## src/rtl/climber_jump_pkg.sv

```systemverilog
// Shared definitions for the climber jump physics block and the platform scroller.
package climber_jump_pkg;

  localparam int unsigned Y_W    = 10;
  localparam int unsigned EXT_W  = 11;
  localparam int unsigned TICK_W = 20;
  localparam int unsigned APEX_W = 4;

  localparam logic [EXT_W-1:0]  SCREEN_ROWS      = 11'd480;
  localparam logic [TICK_W-1:0] DEFAULT_TICK_DIV = 20'd840000;

  typedef enum logic [2:0] {
    GROUND,
    RISE,
    APEX,
    FALL,
    DEAD
  } state_e;

  // Row that puts the sprite's feet on the platform top, clamped at the screen top.
  function automatic logic [Y_W-1:0] ground_row(input logic [Y_W-1:0] top,
                                                input logic [Y_W-1:0] height);
    logic [EXT_W-1:0] diff;
    diff = EXT_W'(top) - EXT_W'(height);
    return diff[EXT_W-1] ? '0 : diff[Y_W-1:0];
  endfunction

endpackage

```

## src/rtl/climber_jump_tick_gen.sv

```systemverilog
// Physics tick generator: one-cycle strobe every TICK_DIV+1 clocks.
module climber_jump_tick_gen
  import climber_jump_pkg::*;
#(
  parameter logic [TICK_W-1:0] TICK_DIV = DEFAULT_TICK_DIV
) (
  input  logic clk,
  input  logic rst_n,
  output logic tick_c
);

  logic [TICK_W-1:0] count;

  assign tick_c = (count == TICK_DIV);

  always_ff @(posedge clk or negedge rst_n) begin
    if (!rst_n) begin
      count <= '0;
    end else if (tick_c) begin
      count <= '0;
    end else begin
      count <= count + TICK_W'(1);
    end
  end

endmodule

```

## src/rtl/climber_jump.sv

```systemverilog
// Climber vertical motion: jump button capture and ground/rise/apex/fall/dead FSM
// advanced once per physics tick.
module climber_jump
  import climber_jump_pkg::*;
#(
  parameter logic [TICK_W-1:0] TICK_DIV    = DEFAULT_TICK_DIV,
  parameter logic [Y_W-1:0]    PLAYER_H    = 10'd32,
  parameter logic [Y_W-1:0]    JUMP_HEIGHT = 10'd64,
  parameter logic [Y_W-1:0]    STEP        = 10'd2,
  parameter logic [APEX_W-1:0] APEX_TICKS  = 4'd8
) (
  input  logic           clk,
  input  logic           rst_n,
  input  logic           jump_btn,
  input  logic [Y_W-1:0] plataform_start,
  input  logic [Y_W-1:0] plataform_end,
  output logic [Y_W-1:0] player_y,
  output logic           on_ground,
  output logic           dead
);

  state_e            state;
  logic              tick_c;
  logic              btn_meta, btn_sync, btn_prev;
  logic              jump_pending;
  logic [Y_W-1:0]    base_y;
  logic [APEX_W-1:0] apex_cnt;

  logic              jump_rise_c, jump_req_c, gone_c, apex_reached_c, landing_c;
  logic [Y_W-1:0]    land_y_c, rise_y_c;
  logic [EXT_W-1:0]  feet_c, feet_next_c;

  climber_jump_tick_gen #(.TICK_DIV(TICK_DIV)) tick_gen (
    .clk    (clk),
    .rst_n  (rst_n),
    .tick_c (tick_c)
  );

  // Two-flop synchronizer plus a history flop for edge detection.
  always_ff @(posedge clk or negedge rst_n) begin
    if (!rst_n) begin
      btn_meta <= 1'b0;
      btn_sync <= 1'b0;
      btn_prev <= 1'b0;
    end else begin
      btn_meta <= jump_btn;
      btn_sync <= btn_meta;
      btn_prev <= btn_sync;
    end
  end

  assign jump_rise_c    = btn_sync & ~btn_prev;
  assign jump_req_c     = jump_pending | jump_rise_c;
  assign land_y_c       = ground_row(plataform_start, PLAYER_H);
  assign gone_c         = EXT_W'(plataform_start) >= (SCREEN_ROWS + EXT_W'(PLAYER_H));
  assign rise_y_c       = player_y - STEP;
  assign apex_reached_c = (base_y - rise_y_c) >= JUMP_HEIGHT;
  assign feet_c         = EXT_W'(player_y) + EXT_W'(PLAYER_H);
  assign feet_next_c    = feet_c + EXT_W'(STEP);
  assign landing_c      = (feet_next_c >= EXT_W'(plataform_start)) &&
                          (feet_c <= EXT_W'(plataform_end));

  // Motion FSM; everything but jump capture moves only on the tick.
  always_ff @(posedge clk or negedge rst_n) begin
    if (!rst_n) begin
      state        <= GROUND;
      player_y     <= '0;
      on_ground    <= 1'b1;
      dead         <= 1'b0;
      base_y       <= '0;
      apex_cnt     <= '0;
      jump_pending <= 1'b0;
    end else if (tick_c) begin
      jump_pending <= 1'b0;
      case (state)
        GROUND: begin
          if (gone_c) begin
            state     <= DEAD;
            on_ground <= 1'b0;
            dead      <= 1'b1;
          end else begin
            player_y <= land_y_c;
            if (jump_req_c) begin
              base_y    <= land_y_c;
              state     <= RISE;
              on_ground <= 1'b0;
            end
          end
        end
        RISE: begin
          if (player_y < STEP) begin
            player_y <= '0;
            apex_cnt <= '0;
            state    <= APEX;
          end else begin
            player_y <= rise_y_c;
            if (apex_reached_c) begin
              apex_cnt <= '0;
              state    <= APEX;
            end
          end
        end
        APEX: begin
          if (apex_cnt == (APEX_TICKS - APEX_W'(1))) begin
            apex_cnt <= '0;
            state    <= FALL;
          end else begin
            apex_cnt <= apex_cnt + APEX_W'(1);
          end
        end
        FALL: begin
          if (landing_c) begin
            player_y  <= land_y_c;
            state     <= GROUND;
            on_ground <= 1'b1;
          end else if (feet_next_c >= SCREEN_ROWS) begin
            state <= DEAD;
            dead  <= 1'b1;
          end else begin
            player_y <= player_y + STEP;
          end
        end
        default: begin
        end
      endcase
    end else if (jump_rise_c && (state == GROUND)) begin
      jump_pending <= 1'b1;
    end
  end

endmodule

```

## config.mk

```make
export PLATFORM = sky130hd
export DESIGN_NAME = climber_jump
export DESIGN_NICKNAME = d
export VERILOG_FILES = /design/src/rtl/climber_jump_pkg.sv /design/src/rtl/climber_jump_tick_gen.sv /design/src/rtl/climber_jump.sv
export SDC_FILE = /design/constraint.sdc
export NUM_CORES = 1
export LEC_CHECK = 0
export CAP_MARGIN = 10
export CORE_ASPECT_RATIO = 0.9
export CORE_MARGIN = 2
export CORE_UTILIZATION = 55
export DETAILED_ROUTE_END_ITERATION = 8
export PLACE_DENSITY = 0.84
export SYNTH_ARGS = -nofsm -noshare
export SYNTH_HDL_FRONTEND = slang
export SYNTH_SLANG_ARGS = --single-unit
```

## constraint.sdc

```tcl
create_clock -name clk -period 6.2 [get_ports clk]
set_input_delay 0.93 -clock clk [delete_from_list [all_inputs] [get_ports clk]]
set_output_delay 0.93 -clock clk [all_outputs]
set_load 0.1 [all_outputs]
```

==> flow_metrics.py <==
metrics = {
    "setup_path": {
        "endpoint_kind": "register",
        "critical_path_class": "reg -> reg",
        "crit_required_ps": 6430,
        "critPathMaxFanout": 10,
        "startpoint_type": "register",
        "arrival_ps": 4380,
        "rr_worst_depth": 13,
    },
    "clocking": {
        "cts_made_buffers": 5,
        "htreeDepth": 2,
        "clk_pin_slew_ps": 110,
        "clock_path_buffers": 2,
        "cts-hold-fix-buffers": 0,
        "cts_tree": "built",
        "root_buffer": "clkbuf_8",
        "clock_sink_count": 53,
        "clkLatencyLatePin_ps": 320,
        "cts.repair.resized": 0,
        "post_cts_buffers": 0,
    },
    "floorplan": {
        "die_w_um": 93.6,
        "die-area_mm2": 0.00793,
        "fp.dieH_um": 84.7,
        "rows": 29,
        "ios": 35,
        "coreArea_mm2": 0.00704,
        "initial_core_util_pct": 56.5,
    },
    "global_route": {
        "grt_pass1_vias": 3427,
        "grt_antenna_before_repair": 0,
        "groute.usage.overall_pct": 25.0,
        "gr-total-overflow": 0,
        "grt_start_max_net_pins": 54,
        "grt_pass1_wl_um": 15900,
    },
    "placement": {
        "dp_slack_ps": 1750,
        "placed_area_mm2": 0.00436,
        "routabilityCongestion": 0.962,
        "io_buffers": 34,
        "dp_hpwl_um": 7200,
    },
    "synthesis": {
        "synth_top_cell_area_share_pct": 32.7,
        "synthSimpleGateAreaFrac_pct": 22.3,
        "ys_seq_elements": 53,
        "synthTopCellsByArea": "dfrtp_1 33%, ha_1 12%, xnor2_1 5.5%, nor2_1 4.2%, a21oi_1 3.8%",
        "yosysSeqAreaShare_pct": 33.4,
        "synth.most_common_cell": "dfrtp_1",
        "synth_warnings": 0,
        "synthMuxAreaShare_pct": 1.98,
        "synth_fa_ha_area_share_pct": 12.8,
        "synth_cell_types": 55,
        "synth_nets": 522,
        "yosysTopAreaCell": "dfrtp_1",
        "synth_top_family_by_area": "simple AND/OR/NAND/NOR gates",
        "synth_xor_area_share_pct": 8.81,
        "syn-cell-area_mm2": 0.00398,
        "synth_common_cells": "52 x dfrtp_1, 44 x nor2_1, 39 x ha_1, 39 x inv_1, 35 x nand2_1",
        "synth_cells": 459,
        "synth.avg_cell_area_um2": 8.67,
        "synth_edf_count": 0,
        "ys_async_sr_fraction_pct": 100,
        "synth_compound_area_share_pct": 15.2,
        "ys.flop_type": "dfrtp_1",
    },
    "detailed_routing": {
        "via_per_inst": 6.05,
        "num_vias": 3515,
        "routedWlPerCell_um": 16.3,
        "drtIter0Drc": 298,
        "post-route-drc-count": 0,
        "drt.antenna.violating_nets": 0,
        "wl_um": 9490,
        "first_pass_iters": 5,
    },
    "worst_hold_path": {
        "holdPathStages": 0,
        "hold_class": "reg -> reg",
    },
    "run": {
        "cap_violations": 0,
    },
    "sta": {
        "maxSlewViolCount": 0,
        "max_freq_ghz": 0.241,
        "worst_pin_slew_ps": 974,
        "finalHoldViolCount": 0,
        "maxSlewHeadroom_pct": 34.8,
        "finalSetupViolations": 0,
        "skew_ps": 8.51,
        "layout_setup_ws_ps": 2050,
        "min_period_ps": 4150,
        "setup_tns_ps": 0,
        "period_share_pct": 66.9,
        "rsz0062_at_grt": "false",
    },
    "final_layout": {
        "drive_gt1_share_pct": 4.71,
        "fillCellCount": 606,
        "seq_area_mm2": 0.00133,
        "area_growth_syn_to_layout_pct": 12.2,
        "final_nets": 550,
        "multiInputGateArea_mm2": 0.00243,
        "antennaDiodeCount": 0,
        "stdcell_area_mm2": 0.00446,
    },
    "power": {
        "power_w": 0.000610,
        "p_leak_nw": 2.07,
        "peakVddDrop_uv": 133,
        "power_density_mw_per_mm2": 137,
    },
    "status": {
        "status": "completed",
    },
}
[metal layers]
layer,routed length (µm),vias up,GRT usage [%]
li1,-,1688,-
met1,4190,1659,34.0
met2,4420,146,41.2
met3,717,22,4.22
met4,162,0,7.51
met5,0,-,0
[path summary, 6_finish.rpt]
path                        startpoint  slack [ps]          end
setup / recovery           player_y[1]        2050  player_y[0]
hold / removal                btn_meta         360     btn_sync
setup reg to reg           player_y[1]        2050  player_y[0]
hold reg to reg               btn_meta         360     btn_sync
max in group asynchronous        rst_n        5020  player_y[6]
min in group asynchronous        rst_n         720    base_y[0]
[area by class of cell]
cell class | count | area share [%]
multi-input cells | 352 | 54.4
inverters | 39 | 3.28
flip-flops and latches | 53 | 29.7
clock inverters | 3 | 0.589
clock buffers | 5 | 1.54
well taps | 93 | 2.61
repair buffers | 36 | 7.79
[cells by family (layout without fill, tap and decap cells)]
| kind of cell | Yosys count | after routing |
|---|---|---|
| multiplexers | 7 | 7 |
| AO/OA/AOI/OAI | 93 | 93 |
| XOR/XNOR | 40 | 40 |
| buffers and inverters | 54 | 83 |
| flip-flops | 53 | 53 |
| AND/OR/NAND/NOR | 172 | 172 |
| adder cells (fa/ha/maj) | 40 | 40 |
[placed cells by master, fill, tap and decap left out, types with 8 or more instances in the layout]
cell and count:
inv_1 39, ha_1 39, and3_1 8, nor3_1 15
o21ai_0 22, xor2_1 15, nand4_1 9, xnor2_1 25
clkdlybuf4s50_1 33, nor2_1 44, dfrtp_1 52, a21oi_1 30
nand3_1 23, nand2_1 35
[registers in the layout, summed over array words and instances (netlist names)]
register        count
apex_cnt            4
base_y             10
btn_meta            1
btn_prev            1
btn_sync            1
dead                1
jump_pending        1
on_ground           1
player_y           10
state               3
tick_gen.count     20
[critical path: stages (launching register included)]
cell and delay (ps):
dfrtp_1 580, ha_1 250, and3_1 310, nand2_1 130
nor3_1 260, xor2_1 270, ha_1 300, a2111oi_0 440
o21ai_0 150, o22ai_1 130, a21oi_1 220, a211oi_1 580
nor3_1 180, o21ai_0 230
[metrics by stage]
stage,utilization (%),cells,hold slack [ps]
after floorplan,-,459,331
after global placement,62.0,572,333
after detailed placement,62.0,572,336
after CTS,63.3,580,362
after global routing,63.4,581,383
final,63.4,581,359
[report_power, final]
group	leakage, nW	internal, W	switching [W]
registers	0.705	0.000346	0.000000272
logic	1.32	0.0000220	0.0000269
clock network	0.0423	0.0000825	0.000131
total	2.07	0.000451	0.000159
Note: power is estimated with default switching activity, not from simulation.
